==> config.mk <==
export PLATFORM = sky130hd
export DESIGN_NAME = seq_divider16
export DESIGN_NICKNAME = d
export VERILOG_FILES = /design/src/rtl/seq_divider16.sv
export SDC_FILE = /design/constraint.sdc
export NUM_CORES = 1
export LEC_CHECK = 0
export ABC_AREA = 0
export BUFFER_PORTS_ARGS = -buffer_cell sky130_fd_sc_hd__clkbuf_2
export CORE_ASPECT_RATIO = 0.5
export CORE_UTILIZATION = 48
export DETAILED_ROUTE_END_ITERATION = 10
export GPL_ROUTABILITY_DRIVEN = 0
export PLACE_DENSITY = 0.75
export SLEW_MARGIN = 15
export SYNTH_ARGS = -nofsm -noshare
export SYNTH_HDL_FRONTEND = slang
export SYNTH_SLANG_ARGS = --single-unit
export TNS_END_PERCENT = 1
==> constraint.sdc <==
create_clock -name i_clk -period 7.45 [get_ports i_clk]
set_clock_uncertainty 0.05 [all_clocks]
set_input_delay 1.49 -clock i_clk [delete_from_list [all_inputs] [get_ports i_clk]]
set_output_delay 1.49 -clock i_clk [all_outputs]
set_load 0.01 [all_outputs]
==> src/rtl/seq_divider16.sv <==
// seq_divider16: 16-bit unsigned restoring divider, one quotient bit per cycle.
// A start/done handshake issues one division at a time; results hold until the next accepted start.
module seq_divider16 (
    input  logic        i_clk,
    input  logic        i_reset,
    input  logic        i_start,
    input  logic [15:0] i_dividend,
    input  logic [15:0] i_divisor,
    output logic        o_busy,
    output logic        o_done,
    output logic [15:0] o_quotient,
    output logic [15:0] o_remainder,
    output logic        o_div_by_zero
);

    typedef enum logic [1:0] {
        ST_IDLE = 2'd0,
        ST_RUN  = 2'd1,
        ST_DONE = 2'd2
    } state_t;

    state_t      r_state;
    state_t      w_state_nxt;
    logic [15:0] r_q;
    logic [15:0] r_r;
    logic [15:0] r_dv;
    logic [3:0]  r_cnt;
    logic        r_dbz;
    logic [15:0] w_q_nxt;
    logic [15:0] w_r_nxt;
    logic [15:0] w_dv_nxt;
    logic [3:0]  w_cnt_nxt;
    logic        w_dbz_nxt;
    logic [15:0] w_rs;
    logic [15:0] w_diff;
    logic        w_bout;
    logic        w_take;

    // 16-bit ripple-borrow subtractor: returns {borrow_out, a - b}
    function automatic logic [16:0] ripple_sub(input logic [15:0] a, input logic [15:0] b);
        logic [15:0] d;
        logic        bw;
        bw = 1'b0;
        for (int i = 0; i < 16; i++) begin
            d[i] = a[i] ^ b[i] ^ bw;
            bw   = (~a[i] & (b[i] | bw)) | (b[i] & bw);
        end
        return {bw, d};
    endfunction

    assign w_rs              = {r_r[14:0], r_q[15]};
    assign {w_bout, w_diff}  = ripple_sub(w_rs, r_dv);
    // A set R[15] means the shifted remainder exceeds 16 bits, so it is always >= divisor
    assign w_take            = r_r[15] | ~w_bout;

    // State and datapath registers
    always_ff @(posedge i_clk) begin
        if (i_reset) begin
            r_state <= ST_IDLE;
            r_q     <= 16'd0;
            r_r     <= 16'd0;
            r_dv    <= 16'd0;
            r_cnt   <= 4'd0;
            r_dbz   <= 1'b0;
        end else begin
            r_state <= w_state_nxt;
            r_q     <= w_q_nxt;
            r_r     <= w_r_nxt;
            r_dv    <= w_dv_nxt;
            r_cnt   <= w_cnt_nxt;
            r_dbz   <= w_dbz_nxt;
        end
    end

    // Next-state and datapath update
    always_comb begin
        w_state_nxt = r_state;
        w_q_nxt     = r_q;
        w_r_nxt     = r_r;
        w_dv_nxt    = r_dv;
        w_cnt_nxt   = r_cnt;
        w_dbz_nxt   = r_dbz;
        case (r_state)
            ST_IDLE: begin
                if (i_start) begin
                    w_dv_nxt  = i_divisor;
                    w_cnt_nxt = 4'd0;
                    if (i_divisor == 16'd0) begin
                        w_q_nxt     = 16'hFFFF;
                        w_r_nxt     = i_dividend;
                        w_dbz_nxt   = 1'b1;
                        w_state_nxt = ST_DONE;
                    end else begin
                        w_q_nxt     = i_dividend;
                        w_r_nxt     = 16'd0;
                        w_dbz_nxt   = 1'b0;
                        w_state_nxt = ST_RUN;
                    end
                end else begin
                    w_state_nxt = ST_IDLE;
                end
            end
            ST_RUN: begin
                if (w_take) begin
                    w_r_nxt = w_diff;
                    w_q_nxt = {r_q[14:0], 1'b1};
                end else begin
                    w_r_nxt = w_rs;
                    w_q_nxt = {r_q[14:0], 1'b0};
                end
                w_cnt_nxt = r_cnt + 4'd1;
                if (r_cnt == 4'd15) begin
                    w_state_nxt = ST_DONE;
                end else begin
                    w_state_nxt = ST_RUN;
                end
            end
            ST_DONE: begin
                w_state_nxt = ST_IDLE;
            end
            default: begin
                w_state_nxt = ST_IDLE;
            end
        endcase
    end

    assign o_busy        = (r_state == ST_RUN);
    assign o_done        = (r_state == ST_DONE);
    assign o_quotient    = r_q;
    assign o_remainder   = r_r;
    assign o_div_by_zero = r_dbz;

endmodule
After elaboration in Yosys (flattened, before gate mapping)
Index checks and enable logic that the tools add are counted.
- bits in read-only memories: 0
- bits in writable memories: 0
- bits in latches: 0
- register bits: 55
- memories kept: 0
- word-level logic and storage cells: 141
- input bits: 35
- shift operators: 0
- bitwise gates (word level): 110
- $mul: 0
- reduce and logical (&&, ||, !) cells: 5
- div/mod/pow operators: 0
- order comparisons: 0
- add/sub/neg operators: 1
- equal/unequal tests: 4
- muxes and demuxes: 15
- operator list (cell ; count):
    two-way mux 16 bit ; 5
    case mux 16 bit (2 select lines) ; 2
    bitwise AND 1 bit ; 31
    OR 1 bit ; 31
    bitwise XOR 1 bit ; 31
    inverter 1 bit ; 17
    logical NOT 16 bit ; 1
    case mux 4 bit (2 select lines) ; 1
    two-way mux 2 bit ; 3
    adder 4 x 1 -> 4 bit, second input constant ; 1
    == test 4 bit, second input constant ; 1
    two-way mux 4 bit ; 1
    case mux 2 bit (2 select lines) ; 1
    AND reduction 2 bit ; 2
    == test 2 x 1 -> 1 bit, second input constant ; 1
    == test 2 bit, second input constant ; 1
    logical NOT 2 bit ; 1
    two-way mux 1 bit ; 2
    != test 2 bit, second input constant ; 1
    nonzero test 2 bit ; 1

Longest topological paths before layout
Gate-level depths: netlist (run 1).
- depth after elaboration: 51
- depth in mapped cells: 23

Least setup slack after synthesis (run 1)
Ideal clock, no wire load.
- path kind: register to register
- from: register r_q[15], in the netlist o_quotient[15]
- to: register r_r[10], in the netlist o_remainder[10]
- arrival time: 7143 ps
- stages on the path, launching flop included: 24
- buffers on the path: 2
- slack: 115 ps
- cell sequence: dfxtp_1 > inv_1 > ha_1 > fa_1 > fa_1 > fa_1 > fa_1 > fa_1 > fa_1 > fa_1 > fa_1 > fa_1 > fa_1 > fa_1 > fa_1 > fa_1 > fa_1 > fa_1 > nand2b_1 > buf_4 > buf_6 > a211oi_1 > a311oi_1 > a211oi_2
- longest elaborated chain between the ends: 51
- RTL lines (item ; RTL line ; RTL):
    start, declared ; 24 ; logic [15:0] r_q;
    start signal, assigned ; 67 ; r_q <= w_q_nxt;
    inverter 1 bit (*) ; 46 ; bw = (~a[i] & (b[i] | bw)) | (b[i] & bw);
    bitwise AND 1 bit (*) ; 46 ;
    OR 1 bit ; 46 ;
    bitwise AND 1 bit ; 46 ;
    OR 1 bit (*) ; 46 ;
    OR 1 bit ; 46 ;
    bitwise AND 1 bit ; 46 ;
    OR 1 bit (*) ; 46 ;
    [34 not listed] ; n/a ;
    bitwise AND 1 bit ; 46 ;
    OR 1 bit (2 in a row) ; 46 ;
    bitwise AND 1 bit ; 46 ;
    OR 1 bit ; 46 ;
    inverter 1 bit ; 54 ; assign w_take = r_r[15] | ~w_bout;
    OR 1 bit ; 54 ;
    two-way mux 16 bit (*) ; 104 ; if (w_take) begin
    case mux 16 bit (2 select lines) (*) ; 83 ; case (r_state)
    end signal, assigned ; 68 ; r_r <= w_r_nxt;
    end, declared ; 25 ; logic [15:0] r_r;
Every way passes the cells marked *; elsewhere a longest branch is shown, timed or not.
A chain may end at the register's enable or synchronous reset.

Worst setup path after layout (run 1)
- from: register r_q[15], in the netlist o_quotient[15]
- to: register r_r[13], in the netlist o_remainder[13]
- longest elaborated chain between the ends: 51
- RTL lines (item ; RTL line):
    inverter 1 bit (*) ; 46
    bitwise AND 1 bit (*) ; 46
    OR 1 bit ; 46
    bitwise AND 1 bit ; 46
    OR 1 bit (*) ; 46
    OR 1 bit ; 46
    bitwise AND 1 bit ; 46
    OR 1 bit (*) ; 46
    [34 not listed] ; n/a
    bitwise AND 1 bit ; 46
    OR 1 bit (2 in a row) ; 46
    bitwise AND 1 bit ; 46
    OR 1 bit ; 46
    inverter 1 bit ; 54
    OR 1 bit ; 54
    two-way mux 16 bit (*) ; 104
    case mux 16 bit (2 select lines) (*) ; 83
Marks and branches as above.

==> flow_metrics.tcl, run 1 <==
set metrics [dict create \
    synthCells 332 \
    wl_per_cell_um 16.3 \
    critPathMostFrequentCell "fa_2" \
    clk_path_buf_depth 2 \
    ys_ff_latch 55 \
    slowest_stage "fa_2" \
    fillers 520 \
    core.rowCount 19 \
    start_util_pct 51.8 \
    postLayoutCoreUtil_pct 60.5 \
    path_cells "inv_1 > ha_1 > fa_1 > fa_2 > fa_2 > fa_1 > fa_1 > fa_2 > fa_1 > fa_1 > fa_2 > fa_1 > fa_2 > fa_2 > fa_2 > fa_2 > fa_2 > buf_6 > nor3b_1 > a211oi_1 > a311oi_2 > a211oi_2" \
    r2r_start "o_quotient[15]$_SDFFE_PP0P_" \
    vias 2686 \
    min_path_type "reg -> reg" \
    antenna_found_initial 0 \
    avgSynthCellArea_um2 8.90 \
    nets 435 \
    fin_crit_sh_pct 96.5 \
    drt_iter0_markers 231 \
    ioPinCount 70 \
    ys.warnings.count 0 \
    wirelength_um 7440 \
    pre_cts_ws_ns -0.0593 \
    yosysMostFrequentCell "nand2_1" \
    setup_tns_ns 0 \
    clock_sinks 55 \
    critPathMaxFanout 14 \
    cp.arrival_ns 7.35 \
    ys_top_cells_by_count "65 x nand2_1, 55 x dfxtp_1, 31 x a311oi_1" \
    grt_pass1_wl_um 12000 \
    slew_viol_final 0 \
    drive_gt1_share_pct 27.6 \
    cp-startpoint "o_quotient[15]$_SDFFE_PP0P_" \
    dpl.hpwl_um 5300 \
    holdBufCountCts 0 \
    r2r_end "o_remainder[13]$_SDFFE_PP0P_" \
    synth-edff-count 0 \
    ys_seq_area_share_pct 37.3 \
    ys_types 36 \
    insertion_delay_ns 0.29 \
    viasPerCell 5.88 \
    setup_violations 0 \
    setup_ws_ns 0.262 \
    syn_to_final_growth_pct 16.8 \
    first_pass_iters 4 \
    rsz0062_at_grt "false" \
    rrSetupSlack_ns 0.26 \
    grt_overflow_total 0 \
    final_antenna_net_count 0 \
    grt_usage_pct 23.5 \
    endpoint "o_remainder[13]$_SDFFE_PP0P_" \
    antenna_cells 0 \
    grt_max_degree 56 \
    vdd_drop_max_mv 0.120 \
    netlist.area_leader.share_pct 37.3 \
    syn_nets 384 \
    die_h_um 57.5 \
    cts_tree "built" \
    path_clk_slew_ns 0.07 \
    ys.flop_type "dfxtp_1" \
    critical_path_class "reg -> reg" \
    post_dp_cell_area_um2 3260 \
    async_flop_share_pct 0 \
    htreeDepth 2 \
    root_buffer "clkbuf_16" \
    cts_buffers 5 \
    required_ns 7.61 \
    fp.dieW_um 113 \
    grt_pass1_vias 2442 \
    core-area_um2 5710 \
    hold_viol 0 \
    relSlewSlack_pct 27.0 \
    fmax_mhz 139 \
    max_stage_delay_ns 0.46 \
    start_kind "flip-flop" \
    portBuffers 69 \
    syn_area_um2 2960 \
    power_density_nw_per_um2 232 \
    route.detailed.drc 0 \
    status "completed" \
    leakagePower_nw 1.35 \
    critPathCaptureType "flip-flop" \
    design_area_um2 3450 \
    synth_area_leaders "dfxtp_1 37%, fa_1 10%, a311oi_1 9.2%" \
    worstMarginPinSlew_ns 1.09 \
    ff2ff_path_depth 22 \
    synth_largest_area_cell "dfxtp_1" \
    period_minus_slack_ns 7.19 \
    drv_cap 0 \
    dieArea_um2 6490 \
]
per-layer routing:
metal	global-route usage, %	routed length [um]
met1	35.1	3510
met2	35.1	3260
met3	4.25	600
met4	6.20	71
met5	0	0
power by group:
part | internal, mW | switching, mW | leakage, nW
sequential | 0.318 | 0.0242 | 0.453
clock | 0.124 | 0.108 | 0.0669
combinational | 0.102 | 0.126 | 0.829
total | 0.544 | 0.258 | 1.35
timing repair:
action / in CTS / in global routing
hold endpoints to repair: 0 / 0
pin swaps: 14 / 6
buffers inserted: 0 / 0
resized for setup: 1 / 13
setup endpoints to repair: 16 / 17
flip-flops by register name, summed over array words and instances, names as in the netlist:
signal,flops
o_quotient,16
o_remainder,16
r_dv,16
r_cnt,4
r_state,2
o_div_by_zero,1
through the flow:
step / power [mW] / std cells / hold slack, ns
6_report: 0.802 / 457 / 0.404
5_1_grt: 0.846 / 457 / 0.456
4_1_cts: 0.789 / 457 / 0.411
3_5_place_dp: 0.560 / 449 / 0.401
3_3_place_gp: 0.553 / 449 / 0.394
2_1_floorplan: 0.498 / 332 / 0.390
layout make-up:
class                      instances  area, um^2  share of cell area [%]
multi-input combinational        228        1650                    47.8
sequential                        55        1100                    31.9
timing repair buffer              76         405                    11.7
clock buffer                       6         129                    3.73
tap                               73        91.3                    2.65
inverter                          17        63.8                    1.85
clock inverter                     2        12.5                   0.362
layout by cell type (no fill, tap or decap), types with 2 or more instances in the layout:
cell,instances
nand2b_1,2
a311oi_1,30
dfxtp_1,55
nand3b_1,2
fa_2,9
nand4_1,2
buf_4,5
clkbuf_16,5
fa_1,6
nor3_1,2
buf_6,2
nor2_1,21
nor3b_1,16
ha_1,2
a211oi_1,25
inv_1,16
nand2_1,65
a211oi_2,8
clkbuf_2,68
nor4_1,4
a21oi_1,18
worst min path at each step:
| stage | end | start | cells after the start | slack [ns] |
|---|---|---|---|---|
| CTS | o_div_by_zero$_SDFFE_PP0P_ | o_div_by_zero$_SDFFE_PP0P_ | 2 | 0.41 |
| global route | o_div_by_zero$_SDFFE_PP0P_ | o_div_by_zero$_SDFFE_PP0P_ | 2 | 0.46 |
| global placement | o_div_by_zero$_SDFFE_PP0P_ | o_div_by_zero$_SDFFE_PP0P_ | 2 | 0.39 |
| floorplan | r_dv[0]$_SDFFE_PP0P_ | r_dv[0]$_SDFFE_PP0P_ | 2 | 0.39 |
| detailed placement | o_div_by_zero$_SDFFE_PP0P_ | o_div_by_zero$_SDFFE_PP0P_ | 2 | 0.40 |
| finish | o_div_by_zero$_SDFFE_PP0P_ | o_div_by_zero$_SDFFE_PP0P_ | 2 | 0.40 |
worst max-delay path: cells and delay by family, from the launching register on:
kind	cells	cell delay, ns
simple gates	1	0.13
flops	1	0.33
fa+ha+maj	16	5.77
buf+inv	2	0.24
compound gates	3	0.56
cell families (layout without fill, tap and decap cells):
group	count (synthesis)	count (layout)	synth area share (%)
adder cells (fa/ha/maj)	17	17	11.0
buffers and inverters	49	101	8.34
AO/OA/AOI/OAI	87	87	23.1
multiplexers	2	2	0.720
flip-flops	55	55	37.3
AND/OR/NAND/NOR	122	122	19.6
Power figures use the tool's default switching activity.
==> inputs of run 2 (changes only) <==
--- a/config.mk
+++ b/config.mk
@@ -5,7 +5,6 @@
 export SDC_FILE = /design/constraint.sdc
 export NUM_CORES = 1
 export LEC_CHECK = 0
-export ABC_AREA = 0
 export BUFFER_PORTS_ARGS = -buffer_cell sky130_fd_sc_hd__clkbuf_2
 export CORE_ASPECT_RATIO = 0.5
 export CORE_UTILIZATION = 48
==> constraint.sdc (replaced) <==
create_clock -name i_clk -period 5.9 [get_ports i_clk]
set_clock_uncertainty 0.05 [all_clocks]
set_input_delay 1.18 -clock i_clk [delete_from_list [all_inputs] [get_ports i_clk]]
set_output_delay 1.18 -clock i_clk [all_outputs]
set_load 0.01 [all_outputs]
==> run 2 against run 1 <==
The flow now finishes with violations (setup timing). Core utilization increased by 1.6 points. Clock power rose by 50%. Critical path depth stayed put. Cell area rose by 2.7%. Via count rose by 1.2%. Total power grew 34%. Final cell count grew 1.1%. Routed wire length rose by 0.70%. Combinational power is 31% higher. Non-clock buffer count increased by 5. Flip-flop and latch count unchanged. Global-route usage grew 0.65 points. Critical endpoint is now o_remainder[5]$_SDFFE_PP0P_.
==> flow_metrics.tcl, run 2 (synthesis gave the netlist of run 1 again) <==
set metrics [dict create \
    violations "setup timing" \
    final_common_cell "clkbuf_2" \
    critical_path_class "reg -> reg" \
    holdBufCountCts 0 \
    vdd_drop_max_mv 0.139 \
    root_buffer "clkbuf_16" \
    pre_cts_ws_ns -0.980 \
    vias 2718 \
    fp.dieW_um 113 \
    place_inst 454 \
    final-instance-count-excl-fill 462 \
    critPathCaptureType "flip-flop" \
    final_antenna_net_count 0 \
    cp.arrival_ns 6.95 \
    power_density_nw_per_um2 304 \
    grt_usage_pct 24.1 \
    cts_tree "built" \
    setup_violations 17 \
    viasPerCell 5.88 \
    grt_pass1_vias 2372 \
    grt_overflow_total 0 \
    drv_cap 0 \
    antenna_found_initial 0 \
    fmax_mhz 147 \
    holdWs_ns 0.412 \
    portBuffers 69 \
    critPathMaxFanout 9 \
    antenna_cells 0 \
    drive_gt1_share_pct 30.3 \
    clk_path_buf_depth 2 \
    critPathMostFrequentCell "fa_2" \
    min_path_type "reg -> reg" \
    syn_to_final_growth_pct 19.9 \
    start_util_pct 51.8 \
    layout_common_cells "69 x clkbuf_2, 65 x nand2_1, 54 x dfxtp_1, 31 x a311oi_1, 26 x a211oi_1" \
    leakagePower_nw 1.39 \
    drt-met1-wl_um 3620 \
    hold_viol 0 \
    wl_per_cell_um 16.2 \
    dpl.hpwl_um 5340 \
    dieArea_um2 6490 \
    first_pass_iters 5 \
    slew_viol_final 0 \
    relSlewSlack_pct 32.7 \
    insertion_delay_ns 0.29 \
    path_cells "inv_2 > ha_4 > fa_2 > fa_2 > fa_2 > fa_2 > fa_2 > fa_2 > fa_2 > fa_2 > fa_2 > fa_2 > fa_2 > fa_2 > fa_2 > fa_2 > fa_2 > buf_6 > nor3b_1 > a211oi_1 > a311oi_1 > a211oi_1" \
    die_h_um 57.5 \
    rsz0062_at_grt "true" \
    top_layer "met4" \
    nets 440 \
    ioPinCount 70 \
    drt_iter0_markers 260 \
    power_mw 1.08 \
    required_ns 6.06 \
    setup_tns_ns -13.67 \
    design_area_um2 3540 \
    clock_sinks 55 \
    met3WireLength_um 575 \
    period_minus_slack_ns 6.80 \
    cts_buffers 5 \
    post_dp_cell_area_um2 3350 \
    core-area_um2 5710 \
    grt_pass1_wl_um 12000 \
    route.met2.wl_um 3250 \
    route.detailed.drc 0 \
    postLayoutCoreUtil_pct 62.1 \
    path_clk_slew_ns 0.07 \
    setup_ws_ns -0.899 \
    status "finished with violations" \
    core.rowCount 19 \
    htreeDepth 2 \
    max_stage_delay_ns 0.38 \
    slowest_stage "fa_2" \
    fin_crit_sh_pct 115 \
    wirelength_um 7500 \
    worstMarginPinSlew_ns 1.00 \
    grt_max_degree 56 \
    start_kind "flip-flop" \
]
-- run 2: final timing paths --
path	from	endpoint	slack, ns	cells after the start
setup / recovery	o_quotient[15]$_SDFFE_PP0P_	o_remainder[5]$_SDFFE_PP0P_	-0.90	22
hold / removal	o_div_by_zero$_SDFFE_PP0P_	o_div_by_zero$_SDFFE_PP0P_	0.41	2
setup reg to reg	o_quotient[15]$_SDFFE_PP0P_	o_remainder[5]$_SDFFE_PP0P_	-0.90	22
hold reg to reg	o_div_by_zero$_SDFFE_PP0P_	o_div_by_zero$_SDFFE_PP0P_	0.41	2
-- run 2: worst max-delay path, delay by kind of cell (launching register included) --
family	cells	cell delay [ns]
AO/OA/AOI/OAI	3	0.61
flip-flops	1	0.34
AND/OR/NAND/NOR	1	0.13
adder cells (fa/ha/maj)	16	5.37
buffers and inverters	2	0.20
-- run 2: what timing repair did --
action / 4_1_cts / 5_1_grt
pin swaps: 15 / 9
resized for setup: 0 / 5
gates cloned: 0 / 0
hold endpoints to repair: 0 / 0
setup buffers: 0 / 0
endpoints found under the setup margin: 17 / 17
-- run 2: where the power goes --
part	internal, mW	leakage [nW]	switching, mW
registers	0.401	0.454	0.0295
logic	0.138	0.846	0.161
clock network	0.211	0.0868	0.137
total	0.750	1.39	0.327
-- run 2: layout make-up --
cell class / instances / area (um^2)
flip-flops and latches: 55 / 1100
inverters: 17 / 63.8
clock buffers: 6 / 139
fillers: 481 / 2160
multi-input cells: 228 / 1660
well taps: 73 / 91.3
clock inverters: 2 / 35.0
repair buffers: 81 / 455
-- run 2: per-layer routing --
layer / up-vias / GRT usage [%]
met5: - / 0
met2: 113 / 35.6
met4: 0 / 4.14
met3: 6 / 4.99
met1: 1301 / 36.8
li1: 1298 / -
